## src/rtl/serial_rx_deser.sv

```systemverilog
// 8N1-style serial receiver: mid-bit sampling, start-glitch reject, framing/overrun flags,
// and a single-entry valid/ready holding register. serial_i must already be synchronous to clk_i.
module serial_rx_deser #(
  parameter int unsigned DataWidth  = 8,
  parameter int unsigned ClksPerBit = 16
) (
  input  logic                 clk_i,
  input  logic                 rst_ni,
  input  logic                 serial_i,
  output logic [DataWidth-1:0] data_o,
  output logic                 valid_o,
  input  logic                 ready_i,
  output logic                 frame_err_o,
  output logic                 overrun_o,
  output logic                 busy_o
);

  localparam int unsigned HalfBit = ClksPerBit / 2;
  localparam int unsigned CntW    = $clog2(ClksPerBit);
  localparam int unsigned BitW    = $clog2(DataWidth);

  localparam logic [CntW-1:0] HalfLast = CntW'(HalfBit - 1);
  localparam logic [CntW-1:0] BitLast  = CntW'(ClksPerBit - 1);
  localparam logic [BitW-1:0] DataLast = BitW'(DataWidth - 1);

  typedef enum logic [2:0] {
    IDLE,
    START,
    DATA,
    STOP,
    BREAK
  } state_e;

  state_e                 state_q, state_d;
  logic [CntW-1:0]        cnt_q, cnt_d;
  logic [BitW-1:0]        bit_q, bit_d;
  logic [DataWidth-1:0]   shift_q, shift_d;
  logic [DataWidth-1:0]   data_q, data_d;
  logic                   valid_q, valid_d;
  logic                   ferr_q, ferr_d;
  logic                   ovr_q, ovr_d;

  always_comb begin
    state_d = state_q;
    cnt_d   = cnt_q + CntW'(1);
    bit_d   = bit_q;
    shift_d = shift_q;
    data_d  = data_q;
    valid_d = valid_q;
    ferr_d  = 1'b0;
    ovr_d   = 1'b0;

    if (valid_q && ready_i) begin
      valid_d = 1'b0;
    end

    case (state_q)
      IDLE: begin
        cnt_d = '0;
        if (!serial_i) begin
          state_d = START;
          bit_d   = '0;
        end
      end
      START: begin
        if (cnt_q == HalfLast) begin
          cnt_d   = '0;
          state_d = serial_i ? IDLE : DATA;
        end
      end
      DATA: begin
        if (cnt_q == BitLast) begin
          cnt_d   = '0;
          shift_d = {serial_i, shift_q[DataWidth-1:1]};
          if (bit_q == DataLast) begin
            state_d = STOP;
          end else begin
            bit_d = bit_q + BitW'(1);
          end
        end
      end
      STOP: begin
        if (cnt_q == BitLast) begin
          cnt_d = '0;
          if (serial_i) begin
            state_d = IDLE;
            // A same-cycle consume frees the slot, so the new word replaces it.
            if (!valid_q || ready_i) begin
              data_d  = shift_q;
              valid_d = 1'b1;
            end else begin
              ovr_d = 1'b1;
            end
          end else begin
            ferr_d  = 1'b1;
            state_d = BREAK;
          end
        end
      end
      BREAK: begin
        cnt_d = '0;
        if (serial_i) begin
          state_d = IDLE;
        end
      end
      default: begin
        state_d = IDLE;
        cnt_d   = '0;
      end
    endcase
  end

  always_ff @(posedge clk_i or negedge rst_ni) begin
    if (!rst_ni) begin
      state_q <= IDLE;
      cnt_q   <= '0;
      bit_q   <= '0;
      shift_q <= '0;
      data_q  <= '0;
      valid_q <= 1'b0;
      ferr_q  <= 1'b0;
      ovr_q   <= 1'b0;
    end else begin
      state_q <= state_d;
      cnt_q   <= cnt_d;
      bit_q   <= bit_d;
      shift_q <= shift_d;
      data_q  <= data_d;
      valid_q <= valid_d;
      ferr_q  <= ferr_d;
      ovr_q   <= ovr_d;
    end
  end

  assign data_o      = data_q;
  assign valid_o     = valid_q;
  assign frame_err_o = ferr_q;
  assign overrun_o   = ovr_q;
  assign busy_o      = (state_q != IDLE);

endmodule

```

## config.mk

```make
export PLATFORM = sky130hd
export DESIGN_NAME = serial_rx_deser
export DESIGN_NICKNAME = d
export VERILOG_FILES = /design/src/rtl/serial_rx_deser.sv
export SDC_FILE = /design/constraint.sdc
export NUM_CORES = 1
export LEC_CHECK = 0
export BUFFER_PORTS_ARGS = -buffer_cell sky130_fd_sc_hd__clkbuf_2
export CORE_MARGIN = 8
export CORE_UTILIZATION = 50
export DETAILED_ROUTE_END_ITERATION = 7
export GPL_ROUTABILITY_DRIVEN = 0
export MAX_ROUTING_LAYER = met4
export PLACE_DENSITY = 0.82
export RECOVER_POWER = 25
export SLEW_MARGIN = 20
export SYNTH_ARGS = -nofsm -noshare
export SYNTH_HDL_FRONTEND = slang
export SYNTH_SLANG_ARGS = --single-unit
```

## constraint.sdc

```tcl
create_clock -name clk_i -period 1.7 [get_ports clk_i]
set_input_delay 0.085 -clock clk_i [delete_from_list [all_inputs] [get_ports clk_i]]
set_output_delay 0.085 -clock clk_i [all_outputs]
set_load 0.01 [all_outputs]
```

Yosys cells after proc, flatten, opt, wreduce, memory -nomap -nowiden
Index checks and enable logic that the tools add are counted.
Storage, ports and cells
  flip-flop bits (word level): 29
  input bits: 4
  logic and storage cells: 63
Operators by class
  add/subtract/negate cells: 2
  multiplexer cells: 28
  eq/ne operators: 14
  reduce and logical (&&, ||, !) cells: 11
Operator list (count)
  3-bit 2-to-1 mux: 10
  3-bit one-hot mux with 5 select lines: 1
  2-bit != test (second input constant): 7
  1-bit 2-to-1 mux: 12
  4-bit 2-to-1 mux: 2
  4-bit one-hot mux with 2 select lines: 1
  4-bit AND reduction: 2
  3-bit by 2-bit equality test with 1-bit output (second input constant): 2
  3-bit equality test (second input constant): 2
  3-bit one-hot mux with 2 select lines: 1
  6-bit AND reduction: 1
  4-bit by 1-bit adder with 4-bit output (second input constant): 1
  4-bit by 3-bit equality test with 1-bit output (second input constant): 1
  4-bit equality test (second input constant): 1
  3-bit by 1-bit adder with 3-bit output (second input constant): 1
  3-bit by 1-bit equality test with 1-bit output (second input constant): 1
  3-bit logical NOT: 1
  3-bit nonzero test: 1
  2-bit 2-to-1 mux: 1
  2-bit AND reduction: 1
  2-bit nonzero test: 1
  2-bit OR reduction: 1
  1-bit logical AND: 1
  1-bit logical NOT: 1
  1-bit logical OR: 1

Depth between registers and ports, before layout
  depth in word-level cells: 6
  mapped depth: 5
  gate-level depth less buffers: 5

Worst setup path after synthesis
OpenSTA, ideal clock, no wires.
  path type: flip-flop to flip-flop
  start: reg cnt_q[0]
  end: reg data_q[0], in the netlist data_o[0]
  slack: -0.029 ns
  clock period less this slack: 1.729 ns
  cell stages (with the launch flop): 5
  arrival: 1.605 ns
  buffers on the path: 0
  data required time: 1.575 ns
  cells stage by stage: dfrtp_1 ha_1 nand4_4 nor4b_4 mux2_2
Between the ends
  word-level cells in the longest chain between the ends: 2
Ends and longest elaborated chain
  from (decl): line 35  | logic [CntW-1:0] cnt_q, cnt_d;
  from (signal assigned): line 125  | cnt_q <= cnt_d;
  4-bit equality test: line 83  | if (cnt_q == BitLast) begin
  4-bit AND reduction (no source line)
  to (signal assigned): line 128  | data_q <= data_d;
  to (decl): line 38  | logic [DataWidth-1:0] data_q, data_d;
No other way between the ends.
A chain may end at the register's enable or synchronous reset.

Worst setup path in the final report
  start: reg bit_q[0]
  end: reg bit_q[0]
Between the ends
  word-level cells in the longest chain between the ends: 4
Ends and longest elaborated chain
  from (decl): line 36  | logic [BitW-1:0] bit_q, bit_d;
  from (signal assigned): line 126  | bit_q <= bit_d;
  3-bit by 1-bit adder with 3-bit output: line 78  | bit_d = bit_q + BitW'(1);
  3-bit 2-to-1 mux: line 75  | if (bit_q == DataLast) begin
  3-bit 2-to-1 mux: line 72  | if (cnt_q == BitLast) begin
  3-bit one-hot mux with 2 select lines: line 57  | case (state_q)
Several ways; a longest one is shown, not always the timed one. The select of a mux whose other input is x is not followed.

==> metrics.md <==
| Metric | Value |
|---|---|
| Detailed router's first-iteration violation count | 24 |
| First-pass GRT wire length | 3933 um |
| Final Power | 1752 uW |
| Final wirelength | 2255 um |
| Largest cells by area after synthesis | dfrtp_1 (58%), mux2_2 (15%), ha_1 (3.0%), nor4b_4 (1.9%), a211oi_1 (1.8%) |
| Xor/xnor share of the synthesized area | 0.02115 |
| ANT nets after route | 0 |
| Min Tclk post-route | 1.633 ns |
| Max-cap violation count | 0 |
| Clk slew on worst S/H paths | 0.09 ns |
| Pre-CTS setup slack | -0.004760 ns |
| Finished Layout Cells | 150 |
| Vias per cell | 5.287 |
| Adder-Cell Fraction of Synth Area | 0.03021 |
| Worst R2R Path Depth | 5 |
| DPL Wire Length | 1570 um |
| Fin crit share | 0.9606 |
| Initial antenna violation count | 0 |
| # setup viols final | 0 |
| Setup_tns | 0 ns |
| Kind of critical path | register to register |
| Flop and latch count out of synthesis | 29 |
| Cells after Synth | 91 |
| Post-synthesis cell area | 0.001242 mm2 |
| Mux contribution to synthesized area | 0.1450 |
| Post-Syn Nets | 98 |
| Hold depth | 3 |
| Most common cell after layout, fill and taps aside | dfrtp_1 |
| Die Area | 0.004336 mm2 |
| Synth Area in Compound Gates | 0.06344 |
| Total grt overflow | 0 |
| Final hold vios | 0 |
| Post-synth cell types | 29 |
| Pin count of the biggest net entering global routing | 30 |
| Die Wd | 65.85 um |
| Highest-delay cell along the critical path | dfrtp_1 |
| Worst VDD drop | 0.0008528 V |
| Vias in the first global route | 888 |
| Hold Path Class | input port to register |
| N_diodes | 0 |
| H-Tree Depth | 2 |
| Worst-path cell chain | ha_1 -> ha_2 -> nand4b_1 -> a211o_1 -> mux2_2 |
| Slowest stage delay, CP | 0.39 ns |
| RSZ-0062 raised after global routing | no |
| Status | finished clean |
| Commonest cells after routing, fill and taps aside | dfrtp_1 (29), mux2_2 (16), clkbuf_2 (15) |
| Leading area contributor after synthesis | dfrtp_1 |
| Asr flop ratio synth | 1.000 |
| Setup crit start kind | register |
| Worst Setup End Kind | register |
| CP Data Required Time | 1.91 ns |
| EDFF count, synth | 0 |
| Clock Skews | 0.005540 ns |
| Final Max Tran Viols | 0 |
| Worst skew pair latency | 0.32 ns |
| Setup ws final | 0.06700 ns |
| Number of CTS-inserted buffers | 5 |
| Pwr dens | 1182 mW/mm2 |
| CTS tree | done |
| Die Y | 65.85 um |
| Crit path DAT | 1.84 ns |
| Nets | 126 |
| I/O pin count | 16 |
| Num rows | 18 |
| CTS Root Cell | clkbuf_4 |
| Total GRT Usage | 0.1228 |
| Post-synthesis sequential area ratio | 0.5841 |
| Share of post-route cells with drive strength above 1 | 0.4417 |
| Area post-placement | 0.001388 mm2 |
| Area Growth Syn to Fin | 19.34% |
| Yosys Warn Count | 0 |
| Main combinational cell family by area after synthesis | multiplexers |
| CTS Sinks | 29 |
| Max Freq | 0.6124 GHz |
| Finished Cell Area | 0.001483 mm2 |
| Post-DR wirelength/cell | 15.03 um |
| Core area | 0.002410 mm2 |
| Mean Syn Cell Area | 13.65 um2 |
| Worst-Margin Slew | 0.6916 ns |
| Max clock buf depth | 2 |
| Simple-gate share of the synthesized area | 0.1390 |
| Placed cell count | 138 |
| Starting density of the core | 0.5156 |
| LEAKAGE | 0.0007422 uW |
| Drt pass-1 iters | 4 |
| Max transition margin | 0.5389 |
| Port bufs | 15 |
| Worst-path fanout max | 3 |
| Synth top area share | 0.5841 |
| # DRC | 0 |
| Vias | 793 |
| Primary FF master, synth | dfrtp_1 |
[critical path, delay by kind of cell (launching register included)]
family                   cells  cell delay, ns
multiplexers                 1            0.27
AO/OA/AOI/OAI                1            0.30
adder cells (fa/ha/maj)      2            0.39
AND/OR/NAND/NOR              1            0.17
flip-flops                   1            0.39
[power breakdown]
| group | internal, uW | switching, uW |
|---|---|---|
| combinational | 239 | 213 |
| clock | 157 | 226 |
| sequential | 794 | 124 |
| total | 1190 | 563 |
[sequential cells by signal, summed over array words and instances (netlist names)]
signal       count
data_o           8
state_q          3
shift_q          8
overrun_o        1
valid_o          1
bit_q            3
frame_err_o      1
cnt_q            4
[synthesized netlist by cell type (2+ instances only)]
cell type  number
dfrtp_1        29
mux2_2         16
nor2_1          6
a211oi_1        3
ha_1            3
nand2_1         3
a21oi_1         2
a22o_1          2
buf_2           2
nand2b_1        2
nor3_1          2
o21ai_0         2
or3_1           2
xnor2_1         2
[stage by stage]
| stage | util | hold WS (ns) |
|---|---|---|
| after global placement | 0.5758 | 0.1473 |
| after floorplan | - | -0.2106 |
| final | 0.6153 | 0.05618 |
| after detailed placement | 0.5758 | 0.1611 |
| after CTS | 0.6101 | 0.04359 |
| after global routing | 0.6153 | 0.08636 |
[metal layers]
layer / wire, um / GRT usage / part of all wire / vias to the layer above
met1: 992 / 0.1313 / 0.44 / 384
met3: 139 / 0.04576 / 0.062 / 7
met4: 54 / 0.07357 / 0.024 / 0
met2: 1069 / 0.1900 / 0.47 / 16
li1: - / - / - / 386
met5: 0 / - / 0 / -
[area by class of cell]
cell class | count | area, um2
well taps | 30 | 37.54
multi-input cells | 58 | 513.0
fillers | 205 | 927.1
repair buffers | 24 | 151.4
inverters | 1 | 3.754
clock inverters | 2 | 10.01
flip-flops and latches | 29 | 725.7
clock buffers | 6 | 41.29
[worst paths after layout]
check | start | endpoint | slack, ns
worst max-delay path | bit_q[0]$_DFFE_PN0P_ | bit_q[0]$_DFFE_PN0P_ | 0.07
worst min-delay path | ready_i | valid_o$_DFF_PN0_ | 0.06
worst max register to register | bit_q[0]$_DFFE_PN0P_ | bit_q[0]$_DFFE_PN0P_ | 0.07
worst min register to register | data_o[5]$_DFFE_PN0P_ | data_o[5]$_DFFE_PN0P_ | 0.51
max in group asynchronous | rst_ni | state_q[2]$_DFFE_PN0P_ | 0.92
min in group asynchronous | rst_ni | data_o[5]$_DFFE_PN0P_ | 0.34
[cell families (layout without fill, tap and decap cells)]
| kind of cell | count (synthesis) | count (layout) |
|---|---|---|
| AO/OA/AOI/OAI | 11 | 11 |
| XOR/XNOR | 3 | 3 |
| adder cells (fa/ha/maj) | 3 | 3 |
| buffers and inverters | 4 | 33 |
| flip-flops | 29 | 29 |
| multiplexers | 16 | 16 |
| AND/OR/NAND/NOR | 25 | 25 |
[repair_timing]
action	4_1_cts	5_1_grt
endpoints found under the hold margin	30	0
hold buffers	2	0
pin swaps	0	3
buffers inserted	1	1
endpoints found under the setup margin	8	16
gates resized for setup	1	2
(Power assumes the default switching activity.)
